### config.mk
export PLATFORM = sky130hd
export DESIGN_NAME = pipeline_hazard_ctrl_flat
export DESIGN_NICKNAME = d
export VERILOG_FILES = /design/src/rtl/pipeline_hazard_ctrl_if.sv /design/src/rtl/pipeline_hazard_ctrl.sv /design/src/flat_wrapper.sv
export SDC_FILE = /design/constraint.sdc
export NUM_CORES = 1
export LEC_CHECK = 0
export BUFFER_PORTS_ARGS = -buffer_cell sky130_fd_sc_hd__buf_2
export CORE_MARGIN = 5
export CORE_UTILIZATION = 53
export DETAILED_ROUTE_END_ITERATION = 10
export PLACE_DENSITY = 0.92
export SYNTH_ARGS = -nofsm -noshare
export SYNTH_HDL_FRONTEND = slang
export SYNTH_SLANG_ARGS = --single-unit
export TNS_END_PERCENT = 1
### constraint.sdc
create_clock -name clk -period 2.72 [get_ports clk]
set_clock_uncertainty 0.2 [all_clocks]
set_input_delay 0.136 -clock clk [delete_from_list [all_inputs] [get_ports clk]]
set_output_delay 0.136 -clock clk [all_outputs]
set_load 0.1 [all_outputs]
### src/rtl/pipeline_hazard_ctrl_if.sv
// Hazard-control bundle between the pipeline datapath (master) and the stall/flush sequencer (slave).
// Carries hazard observations one way and stage enables, flushes and perf counts the other.
interface pipeline_hazard_ctrl_if #(
    parameter int unsigned CntWidth = 32
);
    logic [4:0]          id_rs1n;
    logic [4:0]          id_rs2n;
    logic                id_uses_rs1;
    logic                id_uses_rs2;
    logic [4:0]          ex_rdn;
    logic                ex_is_load;
    logic                ex_branch_taken;
    logic                mem_busy;
    logic                clr_counts;

    logic                pc_en;
    logic                pc_redirect;
    logic                ifid_en;
    logic                ifid_flush;
    logic                idex_en;
    logic                idex_flush;
    logic                exmem_en;
    logic [1:0]          state_o;
    logic [CntWidth-1:0] stall_count;
    logic [CntWidth-1:0] flush_count;

    modport master (
        output id_rs1n, id_rs2n, id_uses_rs1, id_uses_rs2, ex_rdn, ex_is_load,
               ex_branch_taken, mem_busy, clr_counts,
        input  pc_en, pc_redirect, ifid_en, ifid_flush, idex_en, idex_flush,
               exmem_en, state_o, stall_count, flush_count
    );

    modport slave (
        input  id_rs1n, id_rs2n, id_uses_rs1, id_uses_rs2, ex_rdn, ex_is_load,
               ex_branch_taken, mem_busy, clr_counts,
        output pc_en, pc_redirect, ifid_en, ifid_flush, idex_en, idex_flush,
               exmem_en, state_o, stall_count, flush_count
    );
endinterface

### src/rtl/pipeline_hazard_ctrl.sv
// Stall/flush sequencer for the 5-stage core: load-use bubbles, taken-branch refill flushes, memory freezes.
// Control outputs are same-cycle combinational; FSM, refill counter and saturating perf counters are registered.
module pipeline_hazard_ctrl #(
    parameter int unsigned FlushCycles = 1,
    parameter int unsigned CntWidth    = 32
) (
    input logic                   clk,
    input logic                   rstn,
    pipeline_hazard_ctrl_if.slave bus
);
    localparam int unsigned CW = (FlushCycles > 2) ? $clog2(FlushCycles - 1) : 1;
    localparam logic [CW-1:0] CntInit = CW'((FlushCycles > 1) ? (FlushCycles - 2) : 0);

    typedef enum logic [1:0] {
        S_RUN      = 2'd0,
        S_FLUSH    = 2'd1,
        S_MEM_WAIT = 2'd2
    } state_e;

    state_e              state_q, state_d;
    logic [CW-1:0]       cnt_q, cnt_d;
    logic [CntWidth-1:0] stall_count_q, stall_count_d;
    logic [CntWidth-1:0] flush_count_q, flush_count_d;

    logic load_use;
    logic pc_en, pc_redirect, ifid_en, ifid_flush, idex_en, idex_flush, exmem_en;

    // x0 is hardwired zero, so a load targeting it can never feed a consumer.
    assign load_use = bus.ex_is_load && (bus.ex_rdn != 5'd0) &&
                      ((bus.id_uses_rs1 && (bus.id_rs1n == bus.ex_rdn)) ||
                       (bus.id_uses_rs2 && (bus.id_rs2n == bus.ex_rdn)));

    always_comb begin
        pc_en       = 1'b0;
        pc_redirect = 1'b0;
        ifid_en     = 1'b0;
        ifid_flush  = 1'b0;
        idex_en     = 1'b0;
        idex_flush  = 1'b0;
        exmem_en    = 1'b0;
        state_d     = state_q;
        cnt_d       = cnt_q;

        if (rstn) begin
            case (state_q)
                S_FLUSH: begin
                    // A memory freeze holds the refill window where it is.
                    if (!bus.mem_busy) begin
                        pc_en      = 1'b1;
                        ifid_en    = 1'b1;
                        ifid_flush = 1'b1;
                        idex_en    = 1'b1;
                        idex_flush = 1'b1;
                        exmem_en   = 1'b1;
                        if (cnt_q == '0) begin
                            state_d = S_RUN;
                        end else begin
                            cnt_d = cnt_q - CW'(1);
                        end
                    end
                end
                default: begin
                    // MEM_WAIT resumes with RUN rules on its first free cycle.
                    if (bus.mem_busy) begin
                        state_d = S_MEM_WAIT;
                    end else begin
                        pc_en    = 1'b1;
                        ifid_en  = 1'b1;
                        idex_en  = 1'b1;
                        exmem_en = 1'b1;
                        state_d  = S_RUN;
                        if (bus.ex_branch_taken) begin
                            pc_redirect = 1'b1;
                            ifid_flush  = 1'b1;
                            idex_flush  = 1'b1;
                            if (FlushCycles > 1) begin
                                state_d = S_FLUSH;
                                cnt_d   = CntInit;
                            end
                        end else if (load_use) begin
                            pc_en      = 1'b0;
                            ifid_en    = 1'b0;
                            idex_flush = 1'b1;
                        end
                    end
                end
            endcase
        end
    end

    always_comb begin
        stall_count_d = stall_count_q;
        flush_count_d = flush_count_q;
        if (bus.clr_counts) begin
            stall_count_d = '0;
            flush_count_d = '0;
        end else begin
            if (!pc_en && (stall_count_q != '1)) begin
                stall_count_d = stall_count_q + CntWidth'(1);
            end
            if (pc_redirect && (flush_count_q != '1)) begin
                flush_count_d = flush_count_q + CntWidth'(1);
            end
        end
    end

    always_ff @(posedge clk) begin
        if (!rstn) begin
            state_q       <= S_RUN;
            cnt_q         <= '0;
            stall_count_q <= '0;
            flush_count_q <= '0;
        end else begin
            state_q       <= state_d;
            cnt_q         <= cnt_d;
            stall_count_q <= stall_count_d;
            flush_count_q <= flush_count_d;
        end
    end

    assign bus.pc_en       = pc_en;
    assign bus.pc_redirect = pc_redirect;
    assign bus.ifid_en     = ifid_en;
    assign bus.ifid_flush  = ifid_flush;
    assign bus.idex_en     = idex_en;
    assign bus.idex_flush  = idex_flush;
    assign bus.exmem_en    = exmem_en;
    assign bus.state_o     = rstn ? state_q : 2'd0;
    assign bus.stall_count = stall_count_q;
    assign bus.flush_count = flush_count_q;
endmodule

### src/flat_wrapper.sv
// flat-port wrapper written by rule: the top's interface ports become plain ports
module pipeline_hazard_ctrl_flat 
#(
    parameter int unsigned FlushCycles = 1,
    parameter int unsigned CntWidth    = 32
)
  (clk, rstn, bus_id_rs1n, bus_id_rs2n, bus_id_uses_rs1, bus_id_uses_rs2, bus_ex_rdn, bus_ex_is_load, bus_ex_branch_taken, bus_mem_busy, bus_clr_counts, bus_pc_en, bus_pc_redirect, bus_ifid_en, bus_ifid_flush, bus_idex_en, bus_idex_flush, bus_exmem_en, bus_state_o, bus_stall_count, bus_flush_count);
  pipeline_hazard_ctrl_if #(.CntWidth(CntWidth)) bus_i ();
  input logic clk;
  input logic rstn;
  input wire logic [$bits(bus_i.id_rs1n)-1:0] bus_id_rs1n;
  input wire logic [$bits(bus_i.id_rs2n)-1:0] bus_id_rs2n;
  input wire logic [$bits(bus_i.id_uses_rs1)-1:0] bus_id_uses_rs1;
  input wire logic [$bits(bus_i.id_uses_rs2)-1:0] bus_id_uses_rs2;
  input wire logic [$bits(bus_i.ex_rdn)-1:0] bus_ex_rdn;
  input wire logic [$bits(bus_i.ex_is_load)-1:0] bus_ex_is_load;
  input wire logic [$bits(bus_i.ex_branch_taken)-1:0] bus_ex_branch_taken;
  input wire logic [$bits(bus_i.mem_busy)-1:0] bus_mem_busy;
  input wire logic [$bits(bus_i.clr_counts)-1:0] bus_clr_counts;
  output wire logic [$bits(bus_i.pc_en)-1:0] bus_pc_en;
  output wire logic [$bits(bus_i.pc_redirect)-1:0] bus_pc_redirect;
  output wire logic [$bits(bus_i.ifid_en)-1:0] bus_ifid_en;
  output wire logic [$bits(bus_i.ifid_flush)-1:0] bus_ifid_flush;
  output wire logic [$bits(bus_i.idex_en)-1:0] bus_idex_en;
  output wire logic [$bits(bus_i.idex_flush)-1:0] bus_idex_flush;
  output wire logic [$bits(bus_i.exmem_en)-1:0] bus_exmem_en;
  output wire logic [$bits(bus_i.state_o)-1:0] bus_state_o;
  output wire logic [$bits(bus_i.stall_count)-1:0] bus_stall_count;
  output wire logic [$bits(bus_i.flush_count)-1:0] bus_flush_count;
  assign bus_i.id_rs1n = bus_id_rs1n;
  assign bus_i.id_rs2n = bus_id_rs2n;
  assign bus_i.id_uses_rs1 = bus_id_uses_rs1;
  assign bus_i.id_uses_rs2 = bus_id_uses_rs2;
  assign bus_i.ex_rdn = bus_ex_rdn;
  assign bus_i.ex_is_load = bus_ex_is_load;
  assign bus_i.ex_branch_taken = bus_ex_branch_taken;
  assign bus_i.mem_busy = bus_mem_busy;
  assign bus_i.clr_counts = bus_clr_counts;
  assign bus_pc_en = bus_i.pc_en;
  assign bus_pc_redirect = bus_i.pc_redirect;
  assign bus_ifid_en = bus_i.ifid_en;
  assign bus_ifid_flush = bus_i.ifid_flush;
  assign bus_idex_en = bus_i.idex_en;
  assign bus_idex_flush = bus_i.idex_flush;
  assign bus_exmem_en = bus_i.exmem_en;
  assign bus_state_o = bus_i.state_o;
  assign bus_stall_count = bus_i.stall_count;
  assign bus_flush_count = bus_i.flush_count;
  pipeline_hazard_ctrl #(.FlushCycles(FlushCycles), .CntWidth(CntWidth)) u_core (.clk(clk), .rstn(rstn), .bus(bus_i));
endmodule
==> results, run 1 <==
- The number of clock sinks is 65.
- The required time at the endpoint of the critical path is 2.79 ns.
- In this run the number of H-tree levels came out at 3.
- The floorplan step defined a die boundary enclosing 0.00836 mm2.
- During I/O placement, the number of pins put on the boundary was 96.
- Excluding fillers, the count of instances in the completed layout stands at 598.
- The first global-routing pass estimated 15.5 mm of wire.
- The number of max-slew violations in the final report is 0.
- During synthesis, Yosys emitted a total of 0 warnings.
- The relative area change from synthesis to final layout is 20.5%.
- For the worst setup path, the data arrival time is 2.62 ns.
- In this run the tool buffered the top-level ports with 94 buffer cells.
- The clock passes through at most 2 buffers.
- The antenna violation net count after detailed routing is 0.
- The startpoint kind of the worst setup timing path is a flop.
- The effective utilization at floorplan is 0.550.
- The synthesized design contains 0 enable-type register cells.
- Along the worst hold path, the cell count comes to 4.
- The biggest fanout along the worst timing path is 10.
- The estimated wirelength of the detail-placed design is 6.75 mm.
- The pin count of the biggest net entering global routing is 33.
- Dividing the final minimum period by the clock period gives 0.938.
- The detailed router finished its first iteration with 309 violations.
- The total routing usage reported by global routing is 0.220.
- The flow ran to the end, and the final reports show no timing, DRC or antenna violations.
- The critical path's slowest cell is or4_1.
- Leaving out fill and tap cells, the most frequent cells in the layout are 94 x buf_2, 48 x dfxtp_1, 41 x a21oi_1, 38 x nand2_1, 27 x nor2_1.
- Summed over all layers, the routed wires come to 9.28 mm.
- The die span in x is 91.4 um.
- The placer's final routability congestion estimate is 0.889.
- The share of the Yosys chip area taken by registers is 0.370.
- After detailed routing, the number of remaining DRC violations is 0.
- The startpoint of the most critical register-to-register path is u_core.bus.stall_count[0].
- After synthesis the netlist holds a flip-flop and latch count of 65.
- The critical path is of the flop to flop type.
- From bottom edge to top edge, the die measures 91.4 um.
- The synthesized cell area is 0.00351 mm2.
- After detailed routing, the number of vias per cell comes to 6.15.
- In the final design database the tool counted 542 nets.
- The routed design could run at a clock period as short as 2.55 ns.
- The most used flip-flop cell after synthesis is dfxtp_1.
- The tool flagged a number of max-cap violations equal to 0.
- The fraction of layout instances using a drive strength above 1 is 0.282.
- The most critical setup path has its startpoint at u_core.bus.stall_count[0].
- IR analysis of the VDD net gives a maximum drop of 0.331 mV.
- Including well taps, the total number of placed cells is 581.
- Setup violations remaining at the end of the flow were counted as 0.
- The finished cells cover 0.00423 mm2.
- The maximum clock frequency is 0.392 GHz.
- The worst hold path begins at bus_clr_counts.
- The tree is rooted in a clkbuf_8.
- The via count of the first global-routing pass is 3375.
- The signal on the critical path passes through ha_1 > nand3_1 > or4_1 > nor2_2 > nand2_1 > or3_1 > a21oi_1.
- 0 antenna diodes ended up in the layout.
- The count of mapped cells out of synthesis is 427.
- In this run the number of cells on the critical path is 7.
- STA classifies the critical path endpoint as a flop.
- The sum of overflow across all layers after global routing is 0.
- The worst-skew pair later-pin latency is 0.35 ns.
- The number of cell instances on the worst register-to-register path is 7.
- After clock tree synthesis, the clock-pin slew on the worst setup and hold paths is 0.07 ns.
- Setup repair after global routing left no endpoint under its margin.
- The number of nets handed over by synthesis was 452.
- In this design, the largest share of critical-path delay is due to simple AND/OR/NAND/NOR gates.
- The leakage power figure is 1.60 nW.
- The worst pin sits at a relative slew slack of 0.624.
- In the synthesized netlist the async set-or-reset flop fraction comes to 0.
- The detailed-routing iteration count for the pre-antenna-repair pass is 6.
- The class of the most critical hold timing path is primary input to flop.
- The floorplan has 29 rows.
- After detailed routing, the average wire length per cell comes to 15.5 um.
- The number of distinct library cells after synthesis is 53.
- In this run the cell area measured after placement is 0.00405 mm2.
- The number of buffers and inverters on the critical path is 0.
- The overall via count from detail_route is 3676.
- The initial antenna violation count came to 0.
- At the pin with the least slew margin, the transition time is 0.563 ns.
- The average cell area after synthesis is 8.23 um2.
- The maximum cell stage delay along the critical path is 0.67 ns.
- TritonCTS built the clock tree.
- The floorplan step defined a core boundary enclosing 0.00639 mm2.
- The final hold violation count is 0.
- Buffers inserted during clock tree synthesis total 9.
- The library cell used most frequently in the layout, excluding fill and tap cells, is buf_2.
- The power density over the cells is 437 mW/mm2.
## tightest hold or removal path, stage by stage
cell     delay (ns)
buf_2          0.09
nor2b_1        0.04
buf_4          0.17
o21a_1         0.11
## flip-flops by register name (all words and copies together) (netlist names)
register / flops
u_core.bus.stall_count: 32
u_core.state_q: 1
u_core.bus.flush_count: 32
## logic make-up (layout without fill, tap and decap cells)
| logic type | count (synthesis) | after routing | share of synthesized area |
|---|---|---|---|
| other | 1 | 1 | 0.00107 |
| xor gates and xnor gates | 28 | 28 | 0.0698 |
| and+or+nand+nor | 198 | 198 | 0.325 |
| adders and majority gates | 2 | 2 | 0.00712 |
| muxes | 3 | 3 | 0.00890 |
| DFF | 65 | 65 | 0.370 |
| buffers and inverters | 29 | 123 | 0.0402 |
| AOI/OAI and AO/OA | 101 | 101 | 0.177 |
## final cells by class
cell class,count,area (um2)
fillers,530,2150
well taps,77,96.3
repair buffers,104,551
inverters,4,15.0
flip-flops and latches,65,1320
clock buffers,12,145
multi-input cells,333,2090
clock inverters,3,17.5
## layer usage
metal  vias up  routed length (um)  GRT usage
met5         -                   0          0
met4         0                 187     0.0905
met3        22                 761     0.0587
met2       158                4500      0.353
met1      1718                3830      0.278
li1       1778                   -          -
## report_power, final
part	switching (mW)	internal [mW]	leakage (nW)
Combinational	0.140	0.0471	0.981
Clock	0.358	0.348	0.0822
Sequential	0.00290	0.954	0.532
Total	0.501	1.35	1.60
## worst paths after layout
| path | to | slack, ns |
|---|---|---|
| worst min register to register | u_core.bus.stall_count[21] | 0.30 |
| worst max register to register | u_core.bus.stall_count[28] | 0.17 |
| worst max-delay path | u_core.bus.stall_count[28] | 0.17 |
| worst min-delay path | u_core.bus.flush_count[14] | 0.04 |
## synth_stat cells (all sizes together), types with 3 or more instances
cell type | number | share of area
dfxtp | 65 | 0.37
a21oi | 42 | 0.061
nand2 | 39 | 0.042
nor2 | 28 | 0.031
nand4 | 24 | 0.051
nand3 | 22 | 0.033
o21ai | 22 | 0.032
or4 | 22 | 0.047
xnor2 | 22 | 0.055
o31ai | 18 | 0.038
clkbuf | 14 | 0.015
or3 | 13 | 0.025
and4 | 11 | 0.028
buf | 11 | 0.021
and3 | 9 | 0.016
nor3 | 8 | 0.011
and2 | 7 | 0.012
xor2 | 6 | 0.015
nand2b | 4 | 0.0071
nor4 | 4 | 0.0071
o21a | 4 | 0.0085
inv | 3 | 0.0032
nand3b | 3 | 0.0064
o211ai | 3 | 0.0064
## metrics by stage
step / setup WS, ns / hold WS, ns / TNS [ns] / power, mW / util
floorplan: -0.127 / 0.0577 / -2.52 / 1.12 / -
global placement: 0.378 / 0.193 / 0 / 1.16 / 0.633
detailed placement: 0.248 / 0.216 / 0 / 1.16 / 0.633
CTS: 0.238 / 0.0314 / 0 / 1.86 / 0.662
global route: 0.0525 / 0.0478 / 0 / 1.92 / 0.663
finish: 0.167 / 0.0372 / 0 / 1.85 / 0.663
## repair_timing
action | CTS | global route
endpoints found under the setup margin | 0 | 19
endpoints found under the hold margin | 1 | 0
hold buffers | 2 | 0
buffers inserted | 0 | 0
resized for setup | 0 | 1
Note: power is estimated with default switching activity, not from simulation.
==> inputs of run 2 (changes only) <==
==> constraint.sdc (replaced) <==
create_clock -name clk -period 2.72 [get_ports clk]
set_clock_uncertainty 0.2 [all_clocks]
set_input_delay 0.136 -clock clk [delete_from_list [all_inputs] [get_ports clk]]
set_output_delay 0.136 -clock clk [all_outputs]
set_load 0.05 [all_outputs]
==> run 2 against run 1 <==
Routed wire length grew 0.28%. Fmax is 1.4% higher. Non-clock buffer count down 1. Worst hold slack improved by 0.0081 ns. Sequential power is essentially flat. Core utilization decreased by 0.37 points. Combinational power is 18% lower. Critical path depth unchanged. Largest cell class unchanged. Largest power group unchanged.
==> results, run 2 (same netlist as run 1, synthesis figures left out) <==
- Traced cell by cell, the critical path runs through ha_1 > nand3_1 > or4_1 > nor2_2 > nand2_1 > or3_1 > a21oi_1.
- Once layout is done, the placed cells without fillers occupy 0.00421 mm2.
- The antenna diode count is 0.
- In the global route stage, overall resource usage came out at 0.220.
- In this run the static leakage power is 1.58 nW.
- The final instance count without filler cells is 598.
- The internal power of the cells totals 1.33 mW.
- The post-layout utilization of the core is 0.659.
- In this run the core area contains 29 standard-cell rows.
- Static timing analysis puts the maximum clock frequency at 0.397 GHz.
- In the final layout, the share of cells above drive strength 1 is 0.250.
- Timing analysis after detailed placement gives a worst setup slack of 0.257 ns.
- The biggest fanout along the worst timing path is 10.
- Setup slack closes at 0.203 ns.
- The global-route wire length before repair is 15.7 mm.
- Leaving out fill and tap cells, the most frequent cells in the layout are 94 x buf_2, 65 x dfxtp_1, 41 x a21oi_1, 38 x nand2_1, 27 x nor2_1.
- The sum of overflow across all layers after global routing is 0.
- The final hold violation count is 0.
- The via count of the first global-routing pass came to 3453.
- The die span in x is 91.4 um.
- Counting every sink on the clock net gives 65.
- The clock-pin transition on the worst setup and hold timing paths is 0.08 ns.
- Entering global routing, the biggest net connects 39 pins.
- The required time at the endpoint of the critical path is 2.80 ns.
- The final setup TNS is 0 ns.
- The setup slack of the most critical reg-to-reg path is 0.20 ns.
- Setup repair after global routing left no endpoint under its margin.
- The initial antenna violation count is 0.
- The nature of the critical path endpoint is a flop.
- In this run the number of H-tree levels came out at 3.
- The layout filler cell count is 511.
- In this run, CTS created clock tree buffers numbering 9.
- In this run the count of I/O pins placed on the die edge is 96.
- The routing usage on met3 is 0.0595.
- The share of total power in the clock network is 0.389.
- The worst-case IR drop observed on VDD is 0.365 mV.
- In this run the remaining antenna-violating nets after routing total 0.
- The class of the most critical setup path is flop to flop.
- The die boundary height is 91.4 um.
- The first detailed-routing pass took 5 iterations.
- The buffer depth of the longest clock path is 2.
- The relative area change from synthesis to final layout is 19.8%.
- The share of the clock period used by the worst path after layout is 0.925.
- After detailed routing, the average wire length per cell comes to 15.6 um.
- Across the whole layout, storage elements account for 0.00130 mm2.
- The tool flagged a number of max-cap violations equal to 0.
- Summed over all nets, the switching power comes to 490 uW.
- Overall power consumption after layout is estimated at 1.82 mW.
- In this run the worst hold path is classified as primary input to flop.
- Setup violations remaining at the end of the flow were counted as 0.
- The buffer cell driving the clock tree root is clkbuf_8.
- The power density over the cells is 432 mW/mm2.
- The post-layout net count is 541.
- Of the total power, the share spent switching nets is 0.270.
- The part of the total power dissipated in sequential elements is 0.526.
- TritonCTS built the clock tree.
- The maximum cell stage delay along the critical path is 0.65 ns.
- The measured slew at the worst slew-check pin is 0.576 ns.
- After detailed routing, the number of remaining DRC violations is 0.
- The number of post-CTS setup repair buffers is 0.
- The data arrival time of the worst path is 2.60 ns.
- For this run, global-route usage on met2 was measured as 0.349.
- For this run, global-route usage on met1 was measured as 0.284.
- The worst-skew pair later-pin latency is 0.35 ns.
- The placeable core region is 0.00639 mm2.
- The worst slew margin relative to its limit is 0.616.
- The full die area is 0.00836 mm2.
- The overall via count from detail_route is 3699.
- The number of max-slew violations in the final report is 0.
- The most common library cell in the layout ignoring fill and taps is buf_2.
- The placer's final routability congestion estimate is 0.908.
- The initial utilization of the core area, before any placement, comes to 0.550.
- Of the total power, combinational logic draws 0.085.
- The placed standard-cell area is 0.00402 mm2.
- The combined area of the multi-input logic cells is 0.00208 mm2.
- The final hold slack is 0.0452 ns.
- The count of buffers added on input and output ports is 94.
- The layer flagged by global routing as most heavily used is met2.
- The worst setup path is launched from a flop.
- The critical path's slowest cell is or4_1.
- For this block, the initial DRC count from the detailed router was 284.
- The placed cell count is 580.
- The flow ran to the end, and the final reports show no timing, DRC or antenna violations.
- Detailed placement ended at an HPWL of 6.79 mm.
- After detailed routing, the number of vias per cell comes to 6.19.
- Counting I/O delays and the setup requirement, the final critical path takes 2.52 ns.
- The routed design has 9.31 mm of wire.
[run 2: cell count changes in the layout (fill, tap and decap cells not counted), moves of 2 or more]
cell / previous run / this run
buf_4: 8 / 6
clkinv_2: 2 / 4
dfxtp_1: 48 / 65
dfxtp_2: 17 / 0
[run 2: area by class of cell]
class                      count  area share
multi-input combinational    333       0.494
sequential                    65       0.309
timing repair buffer         103       0.132
clock buffer                  10      0.0303
tap                           77      0.0229
clock inverter                 6     0.00832
inverter                       4     0.00357
[run 2: power by group through the flow]
stage               logic [mW]  clock network, mW  registers [mW]
detailed placement       0.152                  0           0.978
finish                   0.155              0.707           0.956
global placement         0.149                  0           0.978
CTS                      0.155              0.714           0.956
global route             0.169              0.759           0.956
floorplan                0.103                  0           0.984
[run 2: worst max-delay path: cells and delay by family, from the launching register on]
family,cells,cell delay (ns)
flip-flops,1,0.41
AO/OA/AOI/OAI,1,0.14
AND/OR/NAND/NOR,5,1.49
adder cells (fa/ha/maj),1,0.22
[run 2: worst paths after layout]
path                                                 start                         end  cells after the start
worst min-delay path                        bus_clr_counts  u_core.bus.flush_count[14]                      4
worst max register to register   u_core.bus.stall_count[0]  u_core.bus.stall_count[28]                      7
worst max-delay path             u_core.bus.stall_count[0]  u_core.bus.stall_count[28]                      7
worst min register to register  u_core.bus.stall_count[21]  u_core.bus.stall_count[21]                      2
[run 2: per-layer routing]
| layer | wire length, um | vias to the layer above |
|---|---|---|
| li1 | - | 1780 |
| met1 | 3940 | 1728 |
| met2 | 4370 | 171 |
| met3 | 806 | 20 |
| met4 | 189 | 0 |
| met5 | 0 | - |
[run 2: what timing repair did]
item | 4_1_cts | 5_1_grt
hold endpoints to repair | 1 | 0
setup endpoints to repair | 0 | 18
hold buffers | 2 | 0
gates resized for setup | 0 | 1
